--- src/rtl/issue_fifo.sv ---
// issue_fifo: in-order buffer between decode and the reorder/issue stage.
//   Decoded entries are pushed when ack is high. The head and the entry
//   behind it (lookahead) are presented to the issue stage. Counts of stored
//   entries and of stored LOAD/STORE entries are exported.
// Ports:
//   clk_i, rst_ni           clock, synchronous active-low reset
//   flush_i                 drop all stored entries
//   decoded_entry_i/_valid_i, is_ctrl_flow_i, decoded_entry_ack_o  write side
//   issue_entry_o/_valid_o, is_ctrl_flow_o, issue_instr_ack_i      head
//   next_entry_o/_valid_o   lookahead (slot behind head)
//   mem_op_cnt_o, count_o   occupancy counters

package ariane_pkg;
  typedef enum logic [3:0] {
    NONE = 4'd0, LOAD, STORE, ALU, CTRL_FLOW, MULT, CSR
  } fu_t;

  typedef struct packed {
    logic [31:0] pc;
    fu_t         fu;
    logic [7:0]  op;
    logic [4:0]  rs1;
    logic [4:0]  rs2;
    logic [4:0]  rd;
  } scoreboard_entry_t;
endpackage

module issue_fifo #(
  parameter int DEPTH = 4
) (
  input  logic                              clk_i,
  input  logic                              rst_ni,
  input  logic                              flush_i,
  input  ariane_pkg::scoreboard_entry_t     decoded_entry_i,
  input  logic                              decoded_entry_valid_i,
  input  logic                              is_ctrl_flow_i,
  output logic                              decoded_entry_ack_o,
  output ariane_pkg::scoreboard_entry_t     issue_entry_o,
  output logic                              issue_entry_valid_o,
  output logic                              is_ctrl_flow_o,
  input  logic                              issue_instr_ack_i,
  output ariane_pkg::scoreboard_entry_t     next_entry_o,
  output logic                              next_entry_valid_o,
  output logic [$clog2(DEPTH):0]            mem_op_cnt_o,
  output logic [$clog2(DEPTH):0]            count_o
);
  import ariane_pkg::*;

  localparam int PTR_W = $clog2(DEPTH);
  localparam int CNT_W = PTR_W + 1;
  localparam logic [CNT_W-1:0] FULL = CNT_W'(DEPTH);

  scoreboard_entry_t mem_q  [DEPTH];
  scoreboard_entry_t mem_d  [DEPTH];
  logic [DEPTH-1:0]  ctrl_q, ctrl_d;
  logic [PTR_W-1:0]  rptr_q, rptr_d, wptr_q, wptr_d, nptr;
  logic [CNT_W-1:0]  cnt_q, cnt_d, mcnt_q, mcnt_d;

  logic push, pop, ack, head_vld, push_mem, pop_mem;

  always_comb begin
    ack      = (cnt_q != FULL) & ~flush_i;
    head_vld = (cnt_q != '0);
    // Fullness is judged before any same-cycle pop, so a full FIFO never
    // accepts even while the head is leaving.
    push     = decoded_entry_valid_i & ack;
    pop      = head_vld & issue_instr_ack_i & ~flush_i;
    nptr     = rptr_q + PTR_W'(1);
    push_mem = push & (decoded_entry_i.fu inside {LOAD, STORE});
    pop_mem  = pop & (mem_q[rptr_q].fu inside {LOAD, STORE});

    mem_d  = mem_q;
    ctrl_d = ctrl_q;
    rptr_d = rptr_q;
    wptr_d = wptr_q;
    cnt_d  = cnt_q;
    mcnt_d = mcnt_q;

    if (flush_i) begin
      rptr_d = '0;
      wptr_d = '0;
      cnt_d  = '0;
      mcnt_d = '0;
    end else begin
      if (push) begin
        mem_d[wptr_q]  = decoded_entry_i;
        ctrl_d[wptr_q] = is_ctrl_flow_i;
        wptr_d         = wptr_q + PTR_W'(1);
      end
      if (pop) rptr_d = nptr;
      case ({push, pop})
        2'b10:   cnt_d = cnt_q + CNT_W'(1);
        2'b01:   cnt_d = cnt_q - CNT_W'(1);
        default: cnt_d = cnt_q;
      endcase
      case ({push_mem, pop_mem})
        2'b10:   mcnt_d = mcnt_q + CNT_W'(1);
        2'b01:   mcnt_d = mcnt_q - CNT_W'(1);
        default: mcnt_d = mcnt_q;
      endcase
    end
  end

  always_ff @(posedge clk_i) begin
    if (!rst_ni) begin
      for (int i = 0; i < DEPTH; i++) mem_q[i] <= '0;
      ctrl_q <= '0;
      rptr_q <= '0;
      wptr_q <= '0;
      cnt_q  <= '0;
      mcnt_q <= '0;
    end else begin
      mem_q  <= mem_d;
      ctrl_q <= ctrl_d;
      rptr_q <= rptr_d;
      wptr_q <= wptr_d;
      cnt_q  <= cnt_d;
      mcnt_q <= mcnt_d;
    end
  end

  // Outputs read registered slots only: no empty bypass.
  always_comb begin
    decoded_entry_ack_o = ack;
    issue_entry_valid_o = head_vld;
    next_entry_valid_o  = (cnt_q >= CNT_W'(2));
    issue_entry_o       = head_vld ? mem_q[rptr_q] : '0;
    is_ctrl_flow_o      = head_vld ? ctrl_q[rptr_q] : 1'b0;
    next_entry_o        = next_entry_valid_o ? mem_q[nptr] : '0;
    count_o             = cnt_q;
    mem_op_cnt_o        = mcnt_q;
  end

endmodule

--- config.mk ---
export PLATFORM = sky130hd
export DESIGN_NAME = issue_fifo
export DESIGN_NICKNAME = d
export VERILOG_FILES = /design/src/rtl/issue_fifo.sv
export SDC_FILE = /design/constraint.sdc
export NUM_CORES = 1
export LEC_CHECK = 0
export ABC_AREA = 1
export CORE_ASPECT_RATIO = 0.9
export CORE_MARGIN = 4
export CORE_UTILIZATION = 50
export CTS_CLUSTER_SIZE = 14
export DETAILED_ROUTE_END_ITERATION = 10
export PLACE_DENSITY = 0.76
export SYNTH_ARGS = -nofsm -noshare
export SYNTH_HDL_FRONTEND = slang
export SYNTH_SLANG_ARGS = --single-unit
--- constraint.sdc ---
create_clock -name clk_i -period 2 [get_ports clk_i]
set_input_delay 0.6 -clock clk_i [delete_from_list [all_inputs] [get_ports clk_i]]
set_output_delay 0.6 -clock clk_i [all_outputs]
set_load 0.005 [all_outputs]
==> results.json, run 1 <==
{
  "cp.arrival_ns": 2.07,
  "setup_viol": 122,
  "vias": 16355,
  "ys_ff_latch": 250,
  "use_met2": 0.5370,
  "clock_sinks": 250,
  "start_kind": "flip-flop",
  "status": "complete, but fails checks",
  "clockRootBuffer": "clkbuf_16",
  "ys_warn_count": 0,
  "die_area_mm2": 0.03003,
  "grt_pass1_vias": 15231,
  "diodes": 0,
  "synthArstFlopShare": 0,
  "yosys_most_used_dff": "dfxtp_1",
  "io_buffers": 192,
  "cp_max_fo": 6,
  "max_freq_mhz": 374.9,
  "hpwlAfterDp_mm": 29.41,
  "slew_viol_final": 0,
  "yosys-top-cells-count": "nand2_1, nor2_1, inv_1, dfxtp_1, a21oi_1",
  "crit_type": "flip-flop to output pin",
  "crit_required_ns": 1.40,
  "yosysMostFrequentCell": "nand2_1",
  "post_drt_wl_per_cell_um": 17.94,
  "fin_util": 0.7257,
  "grt_usage": 0.3091,
  "cts.clk_slew.worst_paths_ns": 0.06,
  "timing_hold_violations_final": 0,
  "cts_tree": "done",
  "synth_cells": 2257,
  "synth_edf_count": 0,
  "routed_wl_mm": 51.86,
  "synth_cell_types": 24,
  "grt_util_met1": 0.3858,
  "fin_setup_tns_ns": -62.65,
  "drc_errors": 0,
  "first_iter_violations": 1933,
  "syn_to_final_growth_pct": 43.24,
  "grt_max_degree": 85,
  "fin_crit_sh": 1.334,
  "pwr_density_cell_mw_per_mm2": 599.4,
  "hold_buffers": 0,
  "io_pins": 193,
  "top_usage_layer": "met2",
  "drive_gt1_frac": 0.2483,
  "die_height_um": 164.8,
  "synth_top_area_frac": 0.3665,
  "final_nets": 2591,
  "drv_cap": 0,
  "rsz0062_at_grt": "true",
  "min_path_type": "input pin to flip-flop",
  "synth.avg_cell_area_um2": 6.051,
  "gp_congestion": 0.8568,
  "clockBufferDepth": 3,
  "htreeDepth": 1,
  "period_minus_slack_ns": 2.667,
  "p_leak_nw": 9.390,
  "fin_ws_ns": -0.6672,
  "syn_area_mm2": 0.01366,
  "antenna_found_initial": 2,
  "r2r_slack_ns": -0.33,
  "synthTopCellsByArea": "dfxtp_1, nand2_1, nor2_1",
  "initial_core_util": 0.5066,
  "ir_worst_vdd_v": 0.0005414,
  "row_count": 57,
  "power.total_w": 0.01173,
  "register_area_mm2": 0.005015,
  "yosys.area.top_type": "dfxtp_1",
  "cts_buffers": 27,
  "grt_pass1_wl_mm": 77.04,
  "violations": "negative setup slack",
  "core_area_mm2": 0.02696,
  "multi_input_area_mm2": 0.008015,
  "postRouteAntennaNets": 0,
  "endpoint_kind": "output pin",
  "drtPass1Iterations": 6,
  "seq_area_frac_synth": 0.3665,
  "met3_usage": 0.04999,
  "grt_overflow_total": 0,
  "clkLatencyLatePin_ns": 0.54,
  "via_per_inst": 5.657,
  "die_w_um": 182.2,
  "fin_skew_ns": 0.01030,
  "worst_pin_slew_ns": 0.3859,
  "n_fill_cell": 2026,
  "synth_nets": 2330,
  "slew_headroom": 0.7427
}
-- flip-flops by register name, summed over array words and instances (netlist names) --
signal / count
mem_q: 236
wptr_q: 2
ctrl_q: 4
rptr_q: 2
mem_op_cnt_o: 3
count_o: 3
-- where the power goes --
group	switching (W)	internal, W
sequential	0.000105	0.00509
clock	0.00212	0.00308
combinational	0.000761	0.000564
total	0.00299	0.00874
-- per-layer routing --
metal / vias up / share of wire
met5: - / 0.00040
met4: 4 / 0.051
met3: 240 / 0.10
met2: 1031 / 0.47
met1: 7501 / 0.37
li1: 7579 / -
-- cell type report --
| class | instances | share of cell area |
|---|---|---|
| multi-input cells | 1580 | 0.4097 |
| flip-flops and latches | 250 | 0.2563 |
| repair buffers | 395 | 0.2126 |
| inverters | 264 | 0.05257 |
| clock buffers | 39 | 0.03991 |
| well taps | 354 | 0.02264 |
| clock inverters | 9 | 0.006204 |
-- logic make-up after synthesis --
group                      Yosys count  synth area share
AOI/OAI and AO/OA                  474            0.1899
and+or+nand+nor                   1098            0.3051
adders and majority gates            8          0.008429
buffers and inverters              427            0.1301
DFF                                250            0.3665
-- metrics by stage --
| step | std cells | cell area, um2 | setup slack (ns) | hold WS (ns) |
|---|---|---|---|---|
| after floorplan | 2257 | 13680 | 0.001565 | 0.4607 |
| after CTS | 2867 | 18750 | -0.6530 | 0.3819 |
| final | 2891 | 19560 | -0.6672 | 0.3815 |
| after global placement | 2779 | 16960 | -0.6934 | 0.4671 |
| after global routing | 2891 | 19560 | -0.6974 | 0.3818 |
| after detailed placement | 2779 | 16960 | -0.7267 | 0.4651 |
-- path summary, 6_finish.rpt --
check | to | cells past startpoint | from
max | next_entry_o[0] | 9 | rptr_q[0]
min | mem_q[26] | 3 | rst_ni
max reg2reg | mem_op_cnt_o[2] | 15 | rptr_q[0]
min reg2reg | mem_op_cnt_o[2] | 2 | mem_op_cnt_o[2]
-- critical path: stages (launching register included) --
cell     delay (ns)
dfxtp_4        0.41
buf_8          0.13
nor2_4         0.04
buf_12         0.14
buf_12         0.13
buf_4          0.14
buf_12         0.12
a22oi_2        0.18
a21oi_2        0.09
buf_2          0.13
-- repair_timing --
item / CTS / global route
endpoints found under the setup margin: 129 / 125
gates cloned: 10 / 7
buffers inserted: 32 / 24
gates resized for setup: 635 / 289
pin swaps: 99 / 91
-- layout by cell type, fill, tap and decap left out, types with 5 or more instances in the layout --
cell type        Yosys  layout
clkinv_2             0       5
o22ai_2              0      15
inv_1              258     255
nand2_1            586     564
o21ai_0            111      39
nand3_2              0       7
buf_2               85     114
o21ai_1              7      66
nand2_2              1      19
o22ai_1             59      41
a21oi_2              0     119
dfxtp_1            250     246
clkbuf_8             0       6
buf_6                3      24
buf_8                0      13
nor2_1             488     484
nand3_1             16       8
clkbuf_1            60       6
buf_16               0      10
a21oi_1            238     110
buf_12               0      59
buf_4               12      90
a22oi_1             59      10
dlygate4sd2_1        0       5
clkbuf_16            0      33
a21oi_4              0       9
o21ai_2              0      13
a22oi_2              0      49
clkdlybuf4s50_1      0      62
(Power assumes the default switching activity.)
==> run 2: changes to the inputs <==
--- a/config.mk
+++ b/config.mk
@@ -7,11 +7,11 @@
 export LEC_CHECK = 0
 export ABC_AREA = 1
 export CORE_ASPECT_RATIO = 0.9
-export CORE_MARGIN = 4
-export CORE_UTILIZATION = 50
+export CORE_MARGIN = 3
+export CORE_UTILIZATION = 55
 export CTS_CLUSTER_SIZE = 14
 export DETAILED_ROUTE_END_ITERATION = 10
-export PLACE_DENSITY = 0.76
+export PLACE_DENSITY = 0.79
 export SYNTH_ARGS = -nofsm -noshare
 export SYNTH_HDL_FRONTEND = slang
 export SYNTH_SLANG_ARGS = --single-unit
==> constraint.sdc (replaced) <==
create_clock -name clk_i -period 3.4 [get_ports clk_i]
set_input_delay 1.02 -clock clk_i [delete_from_list [all_inputs] [get_ports clk_i]]
set_output_delay 1.02 -clock clk_i [all_outputs]
set_load 0.005 [all_outputs]
==> results.json, run 2 (synthesis gave the netlist of run 1 again) <==
{
  "n_fill_cell": 2099,
  "met2WireLength_mm": 20.00,
  "routed_wl_mm": 42.63,
  "period_minus_slack_ns": 3.366,
  "slew_viol_final": 0,
  "gp_congestion": 0.8293,
  "die_area_mm2": 0.02676,
  "cts_tree": "done",
  "place_ws_ns": 0.2275,
  "io_buffers": 192,
  "path_buf_inv": 3,
  "syn_to_final_growth_pct": 23.93,
  "cp-startpoint": "rptr_q[1]",
  "clockBufferDepth": 3,
  "io_pins": 193,
  "clkLatencyLatePin_ns": 0.53,
  "clockRootBuffer": "clkbuf_16",
  "crit_type": "flip-flop to output pin",
  "route.met3.wl_mm": 3.548,
  "layout_common_cells": "nand2_1, nor2_1, inv_1",
  "clock_sinks": 250,
  "postRouteAntennaNets": 0,
  "die_height_um": 155.5,
  "cp_cell_sequence": "buf_4, clkbuf_16, a21oi_1, o21ai_0, a21oi_1, clkdlybuf4s50_1",
  "grt_overflow_total": 0,
  "die_w_um": 172.1,
  "min-delay-start": "mem_op_cnt_o[2]",
  "drive_gt1_frac": 0.05057,
  "wirelength_met1_mm": 17.92,
  "largest_reg_flops": 236,
  "slowest_stage": "clkdlybuf4s50_1",
  "rsz0062_at_grt": "true",
  "cp_top_family": "buffers and inverters",
  "largestRegisters": "mem_q: 236 flops, ctrl_q: 4 flops",
  "grt_pass1_wl_mm": 66.64,
  "cp_max_fo": 26,
  "htreeDepth": 1,
  "fin_ws_ns": 0.03421,
  "hpwlAfterDp_mm": 24.33,
  "p_leak_nw": 7.987,
  "stdcell_count": 2681,
  "crit_required_ns": 2.38,
  "row_count": 54,
  "cp.arrival_ns": 2.35,
  "regMostFlops": "mem_q",
  "first_iter_violations": 1759,
  "diodes": 0,
  "fin_skew_ns": 0.01001,
  "whs_ns": 0.4695,
  "worst_pin_slew_ns": 0.6460,
  "max_stage_delay_ns": 0.54,
  "worstReg2RegStart": "rptr_q[1]",
  "antenna_found_initial": 1,
  "fin_crit_sh": 0.9899,
  "grt_usage": 0.2979,
  "pwr_density_cell_mw_per_mm2": 391.8,
  "dp.cells": 2628,
  "max_freq_mhz": 297.1,
  "core_area_mm2": 0.02432,
  "fin_util": 0.6958,
  "min_path_type": "flip-flop to flip-flop",
  "vias": 14734,
  "cp_common_cell": "a21oi_1",
  "drc_errors": 0,
  "timing_hold_violations_final": 0,
  "endpoint_kind": "output pin",
  "via_per_inst": 5.496,
  "ir_worst_vdd_v": 0.0002924,
  "grt_max_degree": 121,
  "grt_pass1_vias": 13653,
  "top_layer_used": "met5",
  "drv_cap": 0,
  "post_drt_wl_per_cell_um": 15.90,
  "cts.clk_slew.worst_paths_ns": 0.06,
  "final_nets": 2427,
  "cts_buffers": 28,
  "start_kind": "flip-flop",
  "drtPass1Iterations": 6,
  "slew_headroom": 0.5681,
  "power.total_w": 0.006632,
  "setup_viol": 0,
  "final_common_cell": "nand2_1",
  "initial_core_util": 0.5615,
  "status": "complete, no violations"
}
[run 2: cell types whose count changed in the layout (fill, tap and decap cells not counted), moves of 16 or more]
cell	delta
o21ai_1	-56
buf_6	-23
nand2_1	+20
o21ai_0	+69
clkdlybuf4s50_1	+114
a21oi_2	-99
a22oi_2	-49
buf_12	-39
nand2_2	-16
a21oi_1	+108
buf_2	-114
a22oi_1	+49
buf_4	-80
[run 2: final cells by class]
type | count | area [um2] | area share
Tap cell | 308 | 385.4 | 0.02277
Multi-Input combinational cell | 1580 | 6997 | 0.4134
Clock buffer | 46 | 859.6 | 0.05079
Sequential cell | 250 | 5015 | 0.2963
Inverter | 264 | 998.5 | 0.05899
Timing Repair Buffer | 230 | 2626 | 0.1552
Clock inverter | 3 | 43.79 | 0.002587
[run 2: repair_timing]
action / in CTS / in global routing
resized for setup: 10 / 52
hold buffers: 0 / 0
pin swaps: 1 / 13
setup endpoints to repair: 78 / 72
gates cloned: 0 / 2
setup buffers: 2 / 0
[run 2: report_power, final]
group | switching (W) | leakage [nW] | internal (W)
clock network | 0.00120 | 0.442 | 0.00179
registers | 0.0000486 | 2.03 | 0.00300
logic | 0.000366 | 5.52 | 0.000233
[run 2: final timing paths]
check / to / slack, ns / cells past startpoint
min reg2reg: mem_op_cnt_o[2] / 0.47 / 2
max: issue_entry_o[33] / 0.03 / 6
min: mem_op_cnt_o[2] / 0.47 / 2
max reg2reg: mem_op_cnt_o[2] / 0.87 / 13
[run 2: per-stage QoR]
stage                     setup TNS (ns)  cell area [um2]
after detailed placement               0            15740
after global placement                 0            15740
final                                  0            16930
after global routing            -0.07739            16930
after CTS                        -0.1001            16690
after floorplan                        0            13660
[run 2: layer usage]
| metal | vias to the layer above | global-route usage |
|---|---|---|
| met5 | - | 0 |
| met4 | 2 | 0.1022 |
| met3 | 99 | 0.04192 |
| met2 | 684 | 0.4964 |
| met1 | 6726 | 0.3965 |
| li1 | 7223 | - |
[run 2: worst register-to-register path, stage by stage, from the launching register on]
cell and delay, ns:
dfxtp_4 0.40, buf_4 0.26, clkbuf_16 0.26, nand3_1 0.14, nand2_1 0.15, nand3_1 0.09
nor2_1 0.11, ha_1 0.17, inv_1 0.07, fa_1 0.38, nand2_1 0.09, nand3_1 0.08
o21ai_0 0.16, a21oi_1 0.06
==> run 3: changes to the inputs <==
--- a/config.mk
+++ b/config.mk
@@ -12,6 +12,7 @@
 export CTS_CLUSTER_SIZE = 14
 export DETAILED_ROUTE_END_ITERATION = 10
 export PLACE_DENSITY = 0.79
+export SETUP_SLACK_MARGIN = 0.02
 export SYNTH_ARGS = -nofsm -noshare
 export SYNTH_HDL_FRONTEND = slang
 export SYNTH_SLANG_ARGS = --single-unit
==> results.json, run 3 (synthesis gave the netlist of run 1 again) <==
{
  "status": "complete, no violations",
  "cts_tree": "done",
  "fin_crit_sh": 0.9969,
  "vias": 14758,
  "via_per_inst": 5.505,
  "stdcell_count": 2681,
  "max_freq_mhz": 295.0,
  "grt_max_degree": 121,
  "whs_ns": 0.4694,
  "setup_viol": 0,
  "largestRegisters": "mem_q: 236 flops, ctrl_q: 4 flops",
  "drtPass1Iterations": 6,
  "slew_headroom": 0.5664,
  "min_path_type": "flip-flop to flip-flop",
  "worst_pin_slew_ns": 0.6484,
  "clockBufferDepth": 3,
  "crit_type": "flip-flop to output pin",
  "syn_to_final_growth_pct": 23.54,
  "ir_worst_vdd_v": 0.0002931,
  "core_area_mm2": 0.02432,
  "final_nets": 2427,
  "initial_core_util": 0.5615,
  "fin_skew_ns": 0.009620,
  "clockRootBuffer": "clkbuf_16",
  "first_iter_violations": 1672,
  "drc_errors": 0,
  "cp.arrival_ns": 2.37,
  "drv_cap": 0,
  "die_w_um": 172.1,
  "register_area_mm2": 0.005015,
  "clock_sinks": 250,
  "pwr_density_cell_mw_per_mm2": 392.7,
  "drive_gt1_frac": 0.04804,
  "post_drt_wl_per_cell_um": 15.89,
  "postRouteAntennaNets": 0,
  "grt_overflow_total": 0,
  "die_height_um": 155.5,
  "antenna_found_initial": 1,
  "htreeDepth": 1,
  "timing_hold_violations_final": 0,
  "io_pins": 193,
  "period_minus_slack_ns": 3.389,
  "routed_wl_mm": 42.60,
  "gp_congestion": 0.8293,
  "slew_viol_final": 0,
  "grt_pass1_wl_mm": 66.64,
  "largest_reg_flops": 236,
  "clkLatencyLatePin_ns": 0.53,
  "final_common_cell": "nand2_1",
  "start_kind": "flip-flop",
  "multi_input_area_mm2": 0.006969,
  "crit_required_ns": 2.38,
  "hpwlAfterDp_mm": 24.33,
  "row_count": 54,
  "regMostFlops": "mem_q",
  "cts_buffers": 28,
  "dp.cells": 2628,
  "n_fill_cell": 2111,
  "rsz0062_at_grt": "true",
  "grt_usage": 0.2979,
  "grt_pass1_vias": 13653,
  "layout_common_cells": "nand2_1, nor2_1, inv_1",
  "cp_max_fo": 96,
  "die_area_mm2": 0.02676,
  "diodes": 0,
  "endpoint_kind": "output pin",
  "p_leak_nw": 7.897,
  "io_buffers": 192,
  "cts.clk_slew.worst_paths_ns": 0.06
}
run 3: cell count changes in the layout (fill, tap and decap cells not counted), sizes merged:
cell,change
dlymetal6s2s,-4
clkdlybuf4s50,+4
run 3: final timing paths:
check	from	to	slack, ns	cells after the start
setup / recovery	rptr_q[0]	issue_entry_o[56]	0.01	4
hold / removal	mem_op_cnt_o[2]	mem_op_cnt_o[2]	0.47	2
setup reg to reg	rptr_q[0]	mem_op_cnt_o[2]	0.89	14
hold reg to reg	mem_op_cnt_o[2]	mem_op_cnt_o[2]	0.47	2
run 3: critical path, stage by stage (launching register included):
cell             delay [ns]
dfxtp_4                0.43
buf_12                 0.35
o21ai_0                0.14
a21oi_1                0.26
clkdlybuf4s50_1        0.56
run 3: routing by layer:
metal	wire length [um]	global-route usage	part of all wire	vias to the layer above
met3	3671	0.04192	0.086	97
li1	-	-	-	7213
met2	19930	0.4964	0.47	719
met4	1066	0.1022	0.025	2
met1	17920	0.3965	0.42	6727
met5	13	0	0.00031	-
run 3: cell type report:
type	count	share of cell area
clock buffers	46	0.05095
clock inverters	3	0.002596
inverters	264	0.05918
multi-input cells	1580	0.4131
flip-flops and latches	250	0.2972
well taps	308	0.02284
repair buffers	230	0.1541
run 3: timing repair:
action / CTS / global route
endpoints found under the setup margin: 83 / 81
gates resized for setup: 11 / 35
buffers inserted: 2 / 0
hold buffers: 0 / 0
gates cloned: 0 / 2
pin swaps: 2 / 10
run 3: metrics by stage:
stage	setup TNS, ns	area [um2]	setup WS [ns]	utilization	total power (W)
floorplan	0	13660	0.8918	-	0.003414
global placement	0	15740	0.2323	0.6471	0.003666
detailed placement	0	15740	0.2275	0.6471	0.003681
CTS	-0.1001	16690	-0.02637	0.6862	0.006649
global route	-0.2008	16870	-0.06542	0.6936	0.006853
finish	0	16870	0.01058	0.6936	0.006625
run 3: power breakdown:
part	internal (W)	total (W)	switching (W)
Clock	0.00179	0.00298	0.00120
Sequential	0.00300	0.00304	0.0000484
Combinational	0.000233	0.000598	0.000366
Total	0.00501	0.00662	0.00161
